**config.mk**
```make
export PLATFORM = sky130hd
export DESIGN_NAME = coherence_bus_ctrl_n
export DESIGN_NICKNAME = d
export VERILOG_FILES = /design/src/rtl/coherence_bus_ctrl_n.sv
export SDC_FILE = /design/constraint.sdc
export NUM_CORES = 1
export LEC_CHECK = 0
export BUFFER_PORTS_ARGS = -buffer_cell sky130_fd_sc_hd__buf_2
export CORE_AREA = 2 2 197 199
export CTS_CLUSTER_DIAMETER = 50
export CTS_CLUSTER_SIZE = 24
export DETAILED_ROUTE_END_ITERATION = 16
export DIE_AREA = 0 0 199 201
export PLACE_DENSITY_LB_ADDON = 0.15
export SYNTH_ARGS = -nofsm -noshare
export SYNTH_HDL_FRONTEND = slang
export SYNTH_SLANG_ARGS = --single-unit
```
**constraint.sdc**
```tcl
create_clock -name CLK -period 2.9 [get_ports CLK]
set_input_delay 0.87 -clock CLK [delete_from_list [all_inputs] [get_ports CLK]]
set_output_delay 0.87 -clock CLK [all_outputs]
set_load 0.02 [all_outputs]
```
**src/rtl/coherence_bus_ctrl_n.sv**
```systemverilog
// N-processor coherence/memory controller: round-robin arbitration of
// instruction and data requests onto one RAM port, with an MSI snoop
// sequence (broadcast, invalidate, cache-to-cache transfer plus memory update).
module coherence_bus_ctrl_n #(
  parameter int CPUS     = 2,
  parameter int BLKWORDS = 2,
  parameter int WORD_W   = 32
) (
  input  logic                     CLK,
  input  logic                     RST,
  input  logic [CPUS-1:0]          iREN,
  input  logic [CPUS*WORD_W-1:0]   iaddr,
  input  logic [CPUS-1:0]          dREN,
  input  logic [CPUS-1:0]          dWEN,
  input  logic [CPUS*WORD_W-1:0]   daddr,
  input  logic [CPUS*WORD_W-1:0]   dstore,
  input  logic [CPUS-1:0]          ccwrite,
  input  logic [CPUS-1:0]          cctrans,
  output logic [CPUS-1:0]          iwait,
  output logic [CPUS-1:0]          dwait,
  output logic [CPUS*WORD_W-1:0]   iload,
  output logic [CPUS*WORD_W-1:0]   dload,
  output logic [CPUS-1:0]          ccwait,
  output logic [CPUS-1:0]          ccinv,
  output logic [CPUS*WORD_W-1:0]   ccsnoopaddr,
  input  logic [WORD_W-1:0]        ramload,
  input  logic [1:0]               ramstate,
  output logic [WORD_W-1:0]        ramaddr,
  output logic [WORD_W-1:0]        ramstore,
  output logic                     ramREN,
  output logic                     ramWEN
);

  localparam int IDX_W  = (CPUS > 1) ? $clog2(CPUS) : 1;
  localparam int BEAT_W = $clog2(BLKWORDS + 1);
  localparam logic [1:0] RS_ACCESS = 2'd2;

  typedef enum logic [2:0] {IDLE, IFETCH, DWB, SNOOP, C2C, RAMRD} state_t;

  state_t             state_q, state_d;
  logic [IDX_W-1:0]   g_q, g_d;        // granted requester
  logic [IDX_W-1:0]   o_q, o_d;        // dirty owner supplying the block
  logic [IDX_W-1:0]   iptr_q, iptr_d;
  logic [IDX_W-1:0]   dptr_q, dptr_d;
  logic [BEAT_W-1:0]  beat_q, beat_d;
  logic               snp_q, snp_d;    // snoop lines stay up through a snooped read

  logic               req_g;
  logic               acc;
  logic               last;
  logic [CPUS-1:0]    dreq;
  logic [CPUS-1:0]    gmask;
  logic [CPUS-1:0]    dirty;

  // First requester at or after ptr, wrapping around the CPU ring.
  function automatic logic [IDX_W-1:0] rr_pick(input logic [CPUS-1:0] req,
                                                input logic [IDX_W-1:0] ptr);
    logic [IDX_W-1:0] w;
    logic             found;
    int               idx;
    w     = '0;
    found = 1'b0;
    for (int k = 0; k < CPUS; k++) begin
      idx = (int'(ptr) + k) % CPUS;
      if (!found && req[idx]) begin
        w     = IDX_W'(idx);
        found = 1'b1;
      end
    end
    return w;
  endfunction

  function automatic logic [IDX_W-1:0] nxt(input logic [IDX_W-1:0] i);
    return IDX_W'((int'(i) + 1) % CPUS);
  endfunction

  // State and arbitration registers.
  always_ff @(posedge CLK or posedge RST) begin
    if (RST) begin
      state_q <= IDLE;
      g_q     <= '0;
      o_q     <= '0;
      iptr_q  <= '0;
      dptr_q  <= '0;
      beat_q  <= '0;
      snp_q   <= 1'b0;
    end else begin
      state_q <= state_d;
      g_q     <= g_d;
      o_q     <= o_d;
      iptr_q  <= iptr_d;
      dptr_q  <= dptr_d;
      beat_q  <= beat_d;
      snp_q   <= snp_d;
    end
  end

  // Next state: arbitration in IDLE, beat counting and abort elsewhere.
  always_comb begin
    state_d = state_q;
    g_d     = g_q;
    o_d     = o_q;
    iptr_d  = iptr_q;
    dptr_d  = dptr_q;
    beat_d  = beat_q;
    snp_d   = snp_q;
    gmask   = '0;
    gmask[g_q] = 1'b1;
    dreq    = (dWEN & ~cctrans) | dREN;
    dirty   = ccwrite & ~gmask;
    case (state_q)
      IFETCH:                req_g = iREN[g_q];
      DWB:                   req_g = dWEN[g_q];
      SNOOP, C2C, RAMRD:     req_g = dREN[g_q];
      default:               req_g = 1'b0;
    endcase
    // ERROR and BUSY both stall; only ACCESS with a live request is a beat.
    acc  = (ramstate == RS_ACCESS) && req_g;
    last = (beat_q == BEAT_W'(BLKWORDS - 1));
    case (state_q)
      IDLE: begin
        beat_d = '0;
        snp_d  = 1'b0;
        if (|dreq) begin
          g_d = rr_pick(dreq, dptr_q);
          if (dWEN[g_d] && !cctrans[g_d]) state_d = DWB;
          else if (cctrans[g_d])          state_d = SNOOP;
          else                            state_d = RAMRD;
        end else if (|iREN) begin
          g_d     = rr_pick(iREN, iptr_q);
          state_d = IFETCH;
        end
      end
      IFETCH: begin
        if (!req_g || acc) begin
          state_d = IDLE;
          iptr_d  = nxt(g_q);
        end
      end
      SNOOP: begin
        if (!req_g) begin
          state_d = IDLE;
          dptr_d  = nxt(g_q);
        end else if (|dirty) begin
          o_d     = rr_pick(dirty, dptr_q);
          state_d = C2C;
        end else begin
          state_d = RAMRD;
          snp_d   = 1'b1;
        end
      end
      DWB, C2C, RAMRD: begin
        if (!req_g || (acc && last)) begin
          state_d = IDLE;
          beat_d  = '0;
          dptr_d  = nxt(g_q);
        end else if (acc) begin
          beat_d = beat_q + 1'b1;
        end
      end
      default: state_d = IDLE;
    endcase
  end

  // Outputs: stalls high and data zero unless the granted CPU is served.
  always_comb begin
    iwait       = '1;
    dwait       = '1;
    iload       = '0;
    dload       = '0;
    ccwait      = '0;
    ccinv       = '0;
    ccsnoopaddr = '0;
    ramaddr     = '0;
    ramstore    = '0;
    ramREN      = 1'b0;
    ramWEN      = 1'b0;
    case (state_q)
      IFETCH: begin
        ramREN  = 1'b1;
        ramaddr = iaddr[g_q*WORD_W +: WORD_W];
        if (acc) begin
          iwait[g_q]                 = 1'b0;
          iload[g_q*WORD_W +: WORD_W] = ramload;
        end
      end
      DWB: begin
        ramWEN   = 1'b1;
        ramaddr  = daddr[g_q*WORD_W +: WORD_W];
        ramstore = dstore[g_q*WORD_W +: WORD_W];
        if (acc) dwait[g_q] = 1'b0;
      end
      SNOOP, RAMRD: begin
        if (state_q == RAMRD) begin
          ramREN  = 1'b1;
          ramaddr = daddr[g_q*WORD_W +: WORD_W];
          if (acc) begin
            dwait[g_q]                 = 1'b0;
            dload[g_q*WORD_W +: WORD_W] = ramload;
          end
        end
        if ((CPUS > 1) && (state_q == SNOOP || snp_q)) begin
          for (int j = 0; j < CPUS; j++) begin
            if (j != int'(g_q)) begin
              ccwait[j]                      = 1'b1;
              ccinv[j]                       = ccwrite[g_q];
              ccsnoopaddr[j*WORD_W +: WORD_W] = daddr[g_q*WORD_W +: WORD_W];
            end
          end
        end
      end
      C2C: begin
        if (CPUS > 1) begin
          ccwait[o_q]                      = 1'b1;
          ccinv[o_q]                       = ccwrite[g_q];
          ccsnoopaddr[o_q*WORD_W +: WORD_W] = daddr[g_q*WORD_W +: WORD_W];
        end
        // Owner's dirty word goes to the requester and to memory at once.
        ramWEN                      = 1'b1;
        ramaddr                     = daddr[o_q*WORD_W +: WORD_W];
        ramstore                    = dstore[o_q*WORD_W +: WORD_W];
        dload[g_q*WORD_W +: WORD_W] = dstore[o_q*WORD_W +: WORD_W];
        if (acc) begin
          dwait[g_q] = 1'b0;
          dwait[o_q] = 1'b0;
        end
      end
      default: ;
    endcase
  end

endmodule

```
# [Yosys cells after proc, flatten, opt, wreduce, memory -nomap -nowiden]
# Index checks and enable logic that the tools add are counted.
[op_classes] add_sub_neg=6 magnitude_cmp=9 n_eq_ne=14 n_shift=10 n_mux=98 bitwise_logic=13 n_reduce_logical=35
[ops] cell="$shiftx A64 B7 Y32" n=5
[ops] cell="$mux W64" n=4
[ops] cell="$pmux W64 S2" n=2
[ops] cell="$and A64 B64 Y64" n=3
[ops] cell="$shiftx A32 B34 Y64" n=3
[ops] cell="$pmux W32 S4" n=1
[ops] cell="$shift A32 B34 Y64 const A" n=2
[ops] cell="$mux W32" n=3
[ops] cell="$neg A6 Y34" n=2
[ops] cell="$pmux W32 S2" n=1
[ops] cell="$mux W1" n=61
[ops] cell="$mux W3" n=7
[ops] cell="$mux W2" n=8
[ops] cell="$pmux W2 S2" n=3
[ops] cell="$pmux W3 S4" n=1
[ops] cell="$reduce_and A3 Y1" n=4
[ops] cell="$lt A1 B2 Y1 const B" n=5
[ops] cell="$ne A2 B2 Y1 const B" n=5
[ops] cell="$reduce_or A2 Y1" n=5
[ops] cell="$and A2 B2 Y2" n=4
[ops] cell="$logic_and A1 B1 Y1" n=8
[ops] cell="$reduce_bool A2 Y1" n=4
[ops] cell="$eq A3 B2 Y1 const B" n=2
[ops] cell="$eq A3 B3 Y1 const B" n=2
[ops] cell="20 further kinds" n=40
[totals] register_bits=10 out_inout_bits=266 word_cells=192

# [Longest topological paths before layout]
[logic_depth] depth_word=20 mapped_depth=8 depth_no_buf=6

# [Worst setup path after synthesis]
# Ideal clock, no wire load.
[synth_timing] kind="input to output" start="input ramstate[0]" end="output dload[10]" arrival_ps=2176 t_required_ps=2030 setup_slack_ps=-146 path_stages=5 path_buffers=1 path_cell_list="nand2b_1 nor4_1 buf_2 a21oi_1 nor2_1"
[synth_between] elab_chain_len=5
[synth_rtl] element="start: declaration" line_no="27" text="input logic [1:0] ramstate,"
[synth_rtl] element="$eq A2 B2 Y1" line_no="118" text="acc = (ramstate == RS_ACCESS) && req_g;"
[synth_rtl] element="$logic_and A1 B1 Y1" line_no="118"
[synth_rtl] element="$mux W64" line_no="197" text="if (acc) begin"
[synth_rtl] element="$mux W64" line_no="194" text="if (state_q == RAMRD) begin"
[synth_rtl] element="$pmux W64 S2" line_no="178" text="case (state_q)"
[synth_rtl] element="end: declaration" line_no="22" text="output logic [CPUS*WORD_W-1:0] dload,"
# Every way passes these cells.

# [Worst setup path after layout]
[layout_timing] start="register state_q[2]" end="output iload[29]"
[layout_between] elab_chain_len=6 word_cells_on_any_way=10 classes_between="eq/ne (5); mux (3); reduce/logical (2)"
[layout_rtl] element="start: declaration" line_no="40" text="state_t state_q, state_d;"
[layout_rtl] element="start signal: assignment" line_no="88" text="state_q <= state_d;"
[layout_rtl] element="$eq A3 B3 Y1 / $eq A3 B2 Y1 (equally long branches)" line_no="111" text="case (state_q)"
[layout_rtl] element="$reduce_or A3 Y1" line_no="111"
[layout_rtl] element="$pmux W1 S3" line_no="111"
[layout_rtl] element="$logic_and A1 B1 Y1" line_no="118"
[layout_rtl] element="$mux W64" line_no="182" text="if (acc) begin"
[layout_rtl] element="$mux W64 *" line_no="178"
[layout_rtl] element="end: declaration" line_no="21" text="output logic [CPUS*WORD_W-1:0] iload,"
# Every way passes the cells marked *; elsewhere a longest branch is shown, timed or not.

==> results.tsv <==
stage	metric	value	unit
synth	sequential area share after synthesis	5.40	%
floorplan	Initial Util	12.2	%
placement	DPL Wire Length	25500	µm
synth	synth top area cells	mux2i_1 (26%), o22ai_1 (10%), nor2_1 (9.6%)	
placement	Placement Cell Area	8200	µm²
sta	Slew headroom	54.2	%
clocking	hold-fix buffers at CTS	0	
worst_setup_path	crit end category	primary output	
power_and_ir_drop	Power Total	7.13	mW
global_route	GR Util All Layers	14.6	%
synth	Synth top cells by count	mux2i_1 (122), nor2_1 (119), nand2_1 (101)	
clocking	Worst-Skew Late Latency	0.24	ns
route	WL/cell	18.6	µm
synth	Yosys reg bits	10	
placement	routability cong.	0.789	
finish	Layout area overhead	113	%
finish	share of cells above drive strength 1	57.3	%
floorplan	core area	38100	µm²
sta	Tcrit/Tclk final	108	%
power_and_ir_drop	Logic pwr share	92.8	%
synth	ys flop type	dfrtp_1	
outcome	status	finished with violations	
finish	Fill cells	4261	
synth	simple-gate area share of the yosys netlist	30.2	%
clocking	Num CTS Buffers	3	
sta	Final setup violation count	142	
synth	largest area contributor in the netlist	mux2i_1	
sta	hold slack	0.518	ns
worst_setup_path	Setup CP Type	flop to primary output	
finish	register area	258	µm²
route	Antenna Violating Nets Remaining	0	
route	initial DRC count	205	
power_and_ir_drop	Switching Fraction	59.0	%
synth	Yosys cell types	42	
finish	final instance area	9860	µm²
synth	Synthesis Warnings	0	
synth	EDFF count, synth	0	
sta	PnR worst setup slack	-0.233	ns
clocking	Clock Tree Buf Depth	2	
worst_setup_path	Startpoint Class	flop	
route	first drt pass iteration count	5	
synth	fraction of registers with async set/reset	100	%
synth	post-synthesis mux area share	26.3	%
route	Vias	7894	
floorplan	die area	40000	µm²
sta	endpoints failing hold	0	
synth	main combinational cell family by area after synthesis	compound AO/OA/AOI/OAI gates	
clocking	CTS tree	yes	
power_and_ir_drop	Leakage	5.25	nW
synth	Syn Nets	965	
synth	Adder-Cell Fraction of Synth Area	0.270	%
outcome	failing checks	negative setup slack	
finish	Finished Core Util	25.9	%
power_and_ir_drop	Max VDD drop	325	µV
placement	placed cells	1746	
placement	I/O Buffers	503	
power_and_ir_drop	Clock power frac	3.5	%
synth	Yosys top cell area share	26.3	%
sta	Worst-Margin Slew	0.670	ns
worst_setup_path	WP data arrival	2.26	ns
finish	non-filler cells, final	1772	
sta	Max Clock Skew	0.00236	ns
clocking	# H-tree levels	1	
global_route	grt ovf	0	
route	Routed WL	32900	µm
power_and_ir_drop	Int Power	2.92	mW
synth	Synth Area in Compound Gates	30.6	%
global_route	initial antenna violation count	2	
power_and_ir_drop	Sw Pwr	4.21	mW
synth	Syn Std Cell Area	4630	µm²
global_route	largest net degree at the start of global routing	51	
synth	Post-Synth XOR/XNOR Area	0	%
floorplan	Die Width	199	µm
sta	fmax	319	MHz
run	max-cap violations	0	
power_and_ir_drop	pwr dens	723	nW/µm²
clocking	CTS Root Buffer Type	clkbuf_16	
finish	area occupied by multi-input gates	4760	µm²
finish	Post-layout nets	1492	
worst_setup_path	worst-path fanout max	8	
floorplan	I/O pin count	504	
clocking	Sink Count	10	
global_route	vias in the first global route	7836	
synth	Mapped Cells	726	
synth	Mean Syn Cell Area	6.38	µm²
sta	pins over their slew limit	0	
clocking	Clock Pin Slew Worst Setup and Hold Paths	0.04	ns
worst_setup_path	CP Data Required Time	2.03	ns
placement	Placement Setup Slack	-0.341	ns
hold_path	HP Class	flop to flop	
power_and_ir_drop	sequential power share	3.7	%
route	Via density	4.45	
sta	minimum clock period	3.13	ns
floorplan	Row Count	72	
sta	RSZ-0062 raised after global routing	yes	
route	# DRC	0	
sta	Post-Route Setup TNS	-18.91	ns
synth	top-count cell post-synth	mux2i_1	
global_route	first-pass GRT wire length	45700	µm
floorplan	Die Ht	201	µm
[power groups by stage]
stage / Clock, mW / Combinational, mW / Sequential [mW]
4_1_cts: 0.258 / 6.29 / 0.262
2_1_floorplan: 0 / 3.67 / 0.229
5_1_grt: 0.267 / 7.09 / 0.276
6_report: 0.251 / 6.62 / 0.266
3_3_place_gp: 0 / 6.05 / 0.268
3_5_place_dp: 0 / 6.00 / 0.268
[worst max-delay path, stage by stage, from the launching register on]
cell	delay [ns]
dfrtp_1	0.41
or3b_4	0.44
o22ai_4	0.22
nor2_4	0.08
nor4_4	0.22
buf_6	0.20
clkbuf_16	0.18
and2_1	0.15
buf_6	0.12
[worst paths after layout]
| kind | from | endpoint | depth (start not counted) | slack (ns) |
|---|---|---|---|---|
| setup / recovery | state_q[2] | iload[29] | 8 | -0.23 |
| hold / removal | beat_q[1] | beat_q[1] | 1 | 0.52 |
| setup reg to reg | g_q | iptr_q | 7 | 0.71 |
| hold reg to reg | beat_q[1] | beat_q[1] | 1 | 0.52 |
| max in group asynchronous | RST | o_q | 2 | 1.89 |
| min in group asynchronous | RST | state_q[1] | 2 | 0.65 |
[registers in the layout, summed over array words and instances (netlist names)]
name / count
beat_q: 2
dptr_q: 1
g_q: 1
iptr_q: 1
o_q: 1
snp_q: 1
state_q: 3
[layer usage]
metal  wire length (µm)  up-vias  GRT usage, %
li1                   -     3710             -
met1              12700     3715          16.2
met2              16700      408          28.4
met3               2320       59          2.22
met4               1150        2          4.10
met5                 13        -             0
[final cells by class]
cell class / count / area share, %
well taps: 518 / 6.57
multi-input cells: 637 / 48.3
repair buffers: 593 / 41.3
inverters: 8 / 0.368
diodes: 2 / 0.0507
flip-flops and latches: 10 / 2.61
clock buffers: 4 / 0.799
[cell families (layout without fill, tap and decap cells)]
logic type / count (synthesis) / count (layout)
AOI/OAI and AO/OA: 208 / 208
adders and majority gates: 1 / 1
buffers and inverters: 79 / 605
DFF: 10 / 10
muxes: 122 / 122
other: 0 / 2
and+or+nand+nor: 306 / 306
[timing repair]
| item | CTS | global route |
|---|---|---|
| setup buffers | 5 | 8 |
| hold endpoints to repair | 0 | 0 |
| gates cloned | 3 | 6 |
| setup endpoints to repair | 224 | 220 |
| pin swaps | 18 | 46 |
| gates resized for setup | 124 | 258 |
[placed cells by master (no fill, tap or decap), types with 3 or more instances in the layout]
| cell type | n |
|---|---|
| o22ai_2 | 6 |
| a21oi_2 | 3 |
| a221o_1 | 11 |
| buf_16 | 3 |
| nand2_1 | 99 |
| a22o_1 | 25 |
| nor2_2 | 26 |
| buf_4 | 126 |
| and2_4 | 20 |
| o221ai_1 | 20 |
| nor2_4 | 8 |
| a21oi_1 | 10 |
| buf_8 | 5 |
| clkbuf_16 | 5 |
| buf_6 | 70 |
| o22ai_4 | 3 |
| nor2_1 | 86 |
| nor4_4 | 3 |
| and2_1 | 45 |
| dfrtp_1 | 8 |
| nor2b_1 | 4 |
| mux2i_1 | 119 |
| a21oi_4 | 33 |
| inv_1 | 5 |
| o22ai_1 | 67 |
| buf_2 | 374 |
| o21ai_0 | 13 |
| buf_12 | 13 |
(Power assumes the default switching activity.)
